`config.mk`:
```
export PLATFORM = sky130hd
export DESIGN_NAME = t03_pb_event_scanner
export DESIGN_NICKNAME = d
export VERILOG_FILES = /design/src/rtl/t03_pb_event_scanner.sv
export SDC_FILE = /design/constraint.sdc
export NUM_CORES = 1
export LEC_CHECK = 0
export CORE_UTILIZATION = 25
export CTS_CLUSTER_DIAMETER = 30
export DETAILED_ROUTE_END_ITERATION = 7
export SLEW_MARGIN = 0
export SYNTH_ARGS = -nofsm -noshare
export SYNTH_HDL_FRONTEND = slang
export SYNTH_SLANG_ARGS = --single-unit
```
`constraint.sdc`:
```
create_clock -name hz100 -period 4.28 [get_ports hz100]
set_input_delay 0.856 -clock hz100 [delete_from_list [all_inputs] [get_ports hz100]]
set_output_delay 0.856 -clock hz100 [all_outputs]
set_load 0.05 [all_outputs]
```
`src/rtl/t03_pb_event_scanner.sv`:
```
// t03_pb_event_scanner: synchronise/debounce pushbuttons, raise press/release/repeat events,
// arbitrate them into a small first-word-fall-through FIFO drained over valid/ready.
module t03_pb_event_scanner #(
  parameter int NUM_BTN         = 21,
  parameter int SYNC_STAGES     = 2,
  parameter int DEBOUNCE_CYCLES = 4,
  parameter int REPEAT_DELAY    = 50,
  parameter int REPEAT_RATE     = 10,
  parameter int FIFO_DEPTH      = 8,
  parameter int IDXW            = $clog2(NUM_BTN)
) (
  input  logic                          hz100,
  input  logic                          reset,
  input  logic [NUM_BTN-1:0]            pb,
  input  logic [NUM_BTN-1:0]            repeat_en,
  input  logic                          evt_ready,
  input  logic                          clr_ovf,
  output logic [NUM_BTN-1:0]            btn_level,
  output logic                          evt_valid,
  output logic [IDXW+1:0]               evt_data,
  output logic [$clog2(FIFO_DEPTH):0]   fifo_count,
  output logic                          ovf
);
  localparam int DW = $clog2(DEBOUNCE_CYCLES + 1);
  localparam int RW = $clog2(REPEAT_DELAY + REPEAT_RATE + 1);
  localparam int PW = $clog2(FIFO_DEPTH);
  localparam int CW = PW + 1;
  logic [NUM_BTN-1:0] r_sync [SYNC_STAGES];
  logic [DW-1:0]      r_dcnt [NUM_BTN];
  logic [RW-1:0]      r_rcnt [NUM_BTN];
  logic [NUM_BTN-1:0] r_lvl, r_lvl_d, r_press, r_rel, r_rep;
  logic [IDXW+1:0]    r_mem [FIFO_DEPTH];
  logic [PW-1:0]      r_wp, r_rp;
  logic [CW-1:0]      r_cnt;
  logic               r_ovf;
  logic [NUM_BTN-1:0] w_s, w_rise, w_fall, w_act, w_fire, w_hot, w_clr_p, w_clr_r, w_clr_t;
  logic [IDXW-1:0]    w_sel;
  logic [1:0]         w_kind;
  logic               w_hit, w_push, w_pop, w_coal;
  assign w_s    = r_sync[SYNC_STAGES-1];
  assign w_rise = r_lvl & ~r_lvl_d;
  assign w_fall = ~r_lvl & r_lvl_d;
  assign w_act  = r_lvl & repeat_en;
  // Scan high-to-low so the lowest pending channel is the one left selected.
  always_comb begin
    w_fire = '0;
    w_hit  = 1'b0;
    w_sel  = '0;
    w_kind = 2'b00;
    for (int i = NUM_BTN - 1; i >= 0; i--) begin
      w_fire[i] = w_act[i] && (r_rcnt[i] == RW'(REPEAT_DELAY - 1) ||
                               r_rcnt[i] == RW'(REPEAT_DELAY + REPEAT_RATE - 1));
      if (r_press[i] || r_rel[i] || r_rep[i]) begin
        w_hit  = 1'b1;
        w_sel  = IDXW'(i);
        w_kind = r_press[i] ? 2'b01 : r_rel[i] ? 2'b10 : 2'b11;
      end
    end
  end
  assign w_pop   = evt_valid && evt_ready;
  assign w_push  = w_hit && (r_cnt != CW'(FIFO_DEPTH) || evt_ready);
  assign w_hot   = w_push ? NUM_BTN'(1) << w_sel : '0;
  assign w_clr_p = w_kind == 2'b01 ? w_hot : '0;
  assign w_clr_r = w_kind == 2'b10 ? w_hot : '0;
  assign w_clr_t = w_kind == 2'b11 ? w_hot : '0;
  // An event landing on a still-pending bit of the same kind is merged and flagged.
  assign w_coal  = |((r_press & ~w_clr_p & w_rise) | (r_rel & ~w_clr_r & w_fall) |
                     (r_rep & ~w_clr_t & w_fire));
  always_ff @(posedge hz100 or negedge reset) begin
    if (!reset) begin
      for (int k = 0; k < SYNC_STAGES; k++) r_sync[k] <= '0;
      for (int i = 0; i < NUM_BTN; i++) begin
        r_dcnt[i] <= '0;
        r_rcnt[i] <= '0;
      end
      r_lvl   <= '0;
      r_lvl_d <= '0;
      r_press <= '0;
      r_rel   <= '0;
      r_rep   <= '0;
      r_ovf   <= 1'b0;
      r_wp    <= '0;
      r_rp    <= '0;
      r_cnt   <= '0;
    end else begin
      r_sync[0] <= pb;
      for (int k = 1; k < SYNC_STAGES; k++) r_sync[k] <= r_sync[k-1];
      for (int i = 0; i < NUM_BTN; i++) begin
        r_dcnt[i] <= (w_s[i] == r_lvl[i] || r_dcnt[i] == DW'(DEBOUNCE_CYCLES - 1)) ? '0 : r_dcnt[i] + 1'b1;
        r_lvl[i]  <= r_lvl[i] ^ (w_s[i] != r_lvl[i] && r_dcnt[i] == DW'(DEBOUNCE_CYCLES - 1));
        r_rcnt[i] <= !w_act[i] ? '0 :
                     r_rcnt[i] == RW'(REPEAT_DELAY + REPEAT_RATE - 1) ? RW'(REPEAT_DELAY) : r_rcnt[i] + 1'b1;
      end
      r_lvl_d <= r_lvl;
      r_press <= (r_press & ~w_clr_p) | w_rise;
      r_rel   <= (r_rel & ~w_clr_r) | w_fall;
      r_rep   <= ((r_rep & ~w_clr_t) | w_fire) & w_act;
      r_ovf   <= w_coal | (r_ovf & ~clr_ovf);
      r_wp    <= r_wp + PW'(w_push);
      r_rp    <= r_rp + PW'(w_pop);
      r_cnt   <= r_cnt + CW'(w_push) - CW'(w_pop);
    end
  end
  always_ff @(posedge hz100) if (w_push) r_mem[r_wp] <= {w_kind, w_sel};
  assign btn_level  = r_lvl;
  assign fifo_count = r_cnt;
  assign ovf        = r_ovf;
  assign evt_valid  = r_cnt != '0;
  assign evt_data   = evt_valid ? r_mem[r_rp] : '0;
endmodule

```
==> flow_metrics.tcl <==
set metrics [dict create \
    postCtsSetupRepairBufs 0 \
    critPathLaunch "r_rep[9]" \
    final_cell_count_no_fill 2992 \
    synth.avg_cell_area_um2 10.58 \
    stdcell_area_um2 24260 \
    cts-root-buf "clkbuf_16" \
    outcome "finished clean" \
    power_w 0.01721 \
    critPathRequiredTime_ns 4.77 \
    clock_skew_ns 0.01661 \
    drc 0 \
    worstPathMaxFanout 5 \
    async_flop_share 0.8610 \
    wl_per_cell_um 16.47 \
    drv_cap 0 \
    num_vias 13610 \
    rsz0062_at_grt "false" \
    cts.clk_slew.worst_paths_ns 0.05 \
    timing_worst_setup_path_type "register to register" \
    antenna_found_initial 1 \
    cts_tree "yes" \
    synth_seq_cells 403 \
    coreArea_um2 71980 \
    pin_count 80 \
    cts_htree_levels 3 \
    slew_headroom 0.3412 \
    dieArea_um2 74240 \
    fin_crit_sh 0.9233 \
    clock_path_buffers 3 \
    cts_sinks 403 \
    layout.nets 2100 \
    dp.cells 2812 \
    yosys_warnings 0 \
    grt_pass1_vias 14430 \
    post-dp-hpwl_um 36830 \
    busiest_layer "met2" \
    global_route.usage.met3 0.03200 \
    synth_fp_nets 1870 \
    io_buffer_count 79 \
    clk_latency_ns 0.63 \
    hold_class "input port to async pin" \
    final_layout_size_suffix_gt1_frac 0.1401 \
    synthesis.instances 1729 \
    die_h_um 272.5 \
    setup_slack_ns 0.3284 \
    gp_congestion 0.9248 \
    fillers 7094 \
    final_util 0.3370 \
    rows 98 \
    wl_um 49280 \
    r2r_start "r_rep[9]" \
    min_period_ns 3.952 \
    start_util 0.2541 \
    reg2regPathDepth 11 \
    grt_max_degree 113 \
    grt_pass1_wl_um 78520 \
    cts_inserted_buffers 95 \
    endpoint_kind "register" \
    fmax_ghz 0.2531 \
    slew_viol_final 0 \
    yosysSeqAreaShare 0.5667 \
    p_per_area_nw_per_um2 709.3 \
    p_leak_nw 10.13 \
    syn2layout_area_growth_pct 32.64 \
    setup_viol 0 \
    drt_pass1_iterations 6 \
    peakVddDrop_mv 0.6600 \
    die_w_um 272.5 \
    post_cts_resized 0 \
    placed_cell_area_um2 20780 \
    critPathLaunchType "register" \
    grt_overflow 0 \
    viasPerCell 4.549 \
    ant_nets 0 \
    synth-edff-count 56 \
    worst_pin_slew_ns 0.9862 \
    crit_arrival_ns 4.44 \
    dp_slack_ns -0.1185 \
    hold_violations 0 \
    synth_cell_types 63 \
    grt_usage 0.1359 \
    netlist_area_um2 18290 \
    grt_use_met1 0.1673 \
    cts_hold_buf 0 \
    drtIter0Drc 943 \
    grt.met2_usage 0.2297 \
    synthFlopType "dfrtp_1" \
]
[registers in the layout, indices dropped and copies added, names as in the netlist, named ones only]
| name | flops |
|---|---|
| r_rp | 3 |
| r_dcnt | 63 |
| r_rel | 21 |
| r_wp | 3 |
| r_rep | 21 |
| r_lvl_d | 21 |
| fifo_count | 4 |
| r_sync | 21 |
| r_mem | 56 |
| w_s | 21 |
| r_rcnt | 126 |
| r_press | 21 |
| ovf | 1 |
[cells by family after synthesis]
kind of cell               Yosys count  share of synthesized area
adders and majority gates           95                    0.06540
buffers and inverters              147                    0.03058
and+or+nand+nor                    684                     0.1751
xor gates and xnor gates           105                    0.05028
DFF                                403                     0.5667
muxes                               44                    0.03503
AOI/OAI and AO/OA                  251                    0.07683
[power breakdown]
part	total, W	switching (W)	internal (W)
combinational	0.00413	0.00263	0.00150
clock	0.00771	0.00227	0.00544
sequential	0.00537	0.000681	0.00469
total	0.0172	0.00558	0.0116
[Yosys cell counts (4+ instances only)]
master / instances / area share
nand2_1: 129 / 0.026
inv_1: 126 / 0.026
nand4b_1: 5 / 0.0024
or3_1: 27 / 0.0092
mux2i_1: 10 / 0.0055
mux4_2: 14 / 0.017
o211ai_1: 4 / 0.0016
nor2b_1: 6 / 0.0021
nand4_1: 28 / 0.0096
or4_1: 5 / 0.0021
dfrtp_1: 347 / 0.47
o21ai_0: 138 / 0.038
nor3_2: 5 / 0.0027
o2111ai_1: 5 / 0.0024
clkbuf_1: 17 / 0.0035
a31oi_1: 5 / 0.0017
o22ai_1: 4 / 0.0014
xnor2_1: 39 / 0.019
mux2_2: 20 / 0.012
a21oi_1: 59 / 0.016
edfxtp_1: 56 / 0.092
nor3b_1: 9 / 0.0037
a21o_1: 5 / 0.0021
nor4_1: 5 / 0.0017
nor2_1: 245 / 0.050
nor3_1: 44 / 0.012
xor2_1: 66 / 0.032
nand3_1: 129 / 0.035
nand2b_1: 31 / 0.011
ha_1: 94 / 0.064
[cell type report]
type	count	area [µm²]	share of cell area
clock inverter	57	865.8	0.03569
sequential	403	10360	0.4273
multi-input combinational	1179	7365	0.3036
antenna	1	2.502	0.0001032
tap	950	1189	0.04900
inverter	128	480.5	0.01981
timing repair buffer	152	1381	0.05694
clock buffer	122	2610	0.1076
[metrics by stage]
step / setup TNS [ns] / hold slack [ns]
floorplan: 0 / 0.3312
detailed placement: -0.1185 / 0.3347
global placement: -0.1467 / 0.3355
global route: 0 / 0.3421
finish: 0 / 0.2827
CTS: 0 / 0.3387
[worst max-delay path, cell delays in order, from the launching register on]
cell and delay [ns]:
dfrtp_1 0.45, nor3_2 0.34, nand4_1 0.41, nand2b_1 0.32
nor3_1 0.31, nand3_1 0.19, nand4_1 0.25, o2111ai_1 0.16
or4_1 0.55, or4_1 0.53, nor3_1 0.19, nand4_1 0.11
[placed cells by master, fill, tap and decap left out, types with 6 or more instances in the layout]
master	count
a21oi_1	59
buf_4	70
bufinv_16	19
clkbuf_1	15
clkbuf_16	96
clkbuf_8	11
clkdlybuf4s50_1	78
clkinv_2	15
clkinvlp_4	12
dfrtp_1	347
edfxtp_1	56
ha_1	94
inv_1	126
mux2_2	20
mux2i_1	10
mux4_2	14
nand2_1	129
nand2b_1	31
nand3_1	129
nand4_1	28
nor2_1	245
nor2b_1	6
nor3_1	44
nor3b_1	9
o21ai_0	138
or3_1	27
xnor2_1	39
xor2_1	66
[metal layers]
layer	vias to the layer above	wire (µm)
met5	-	13
met4	2	1295
met3	94	2465
met2	300	23980
met1	6734	21520
li1	6482	-
[path summary, 6_finish.rpt]
kind                               to  slack (ns)
setup / recovery                  ovf        0.33
hold / removal             r_sync[29]        0.28
setup reg to reg                  ovf        0.33
hold reg to reg               w_s[16]        0.34
max in group asynchronous  r_rcnt[25]        3.00
min in group hz100            w_s[16]        0.34
Note: power is estimated with default switching activity, not from simulation.
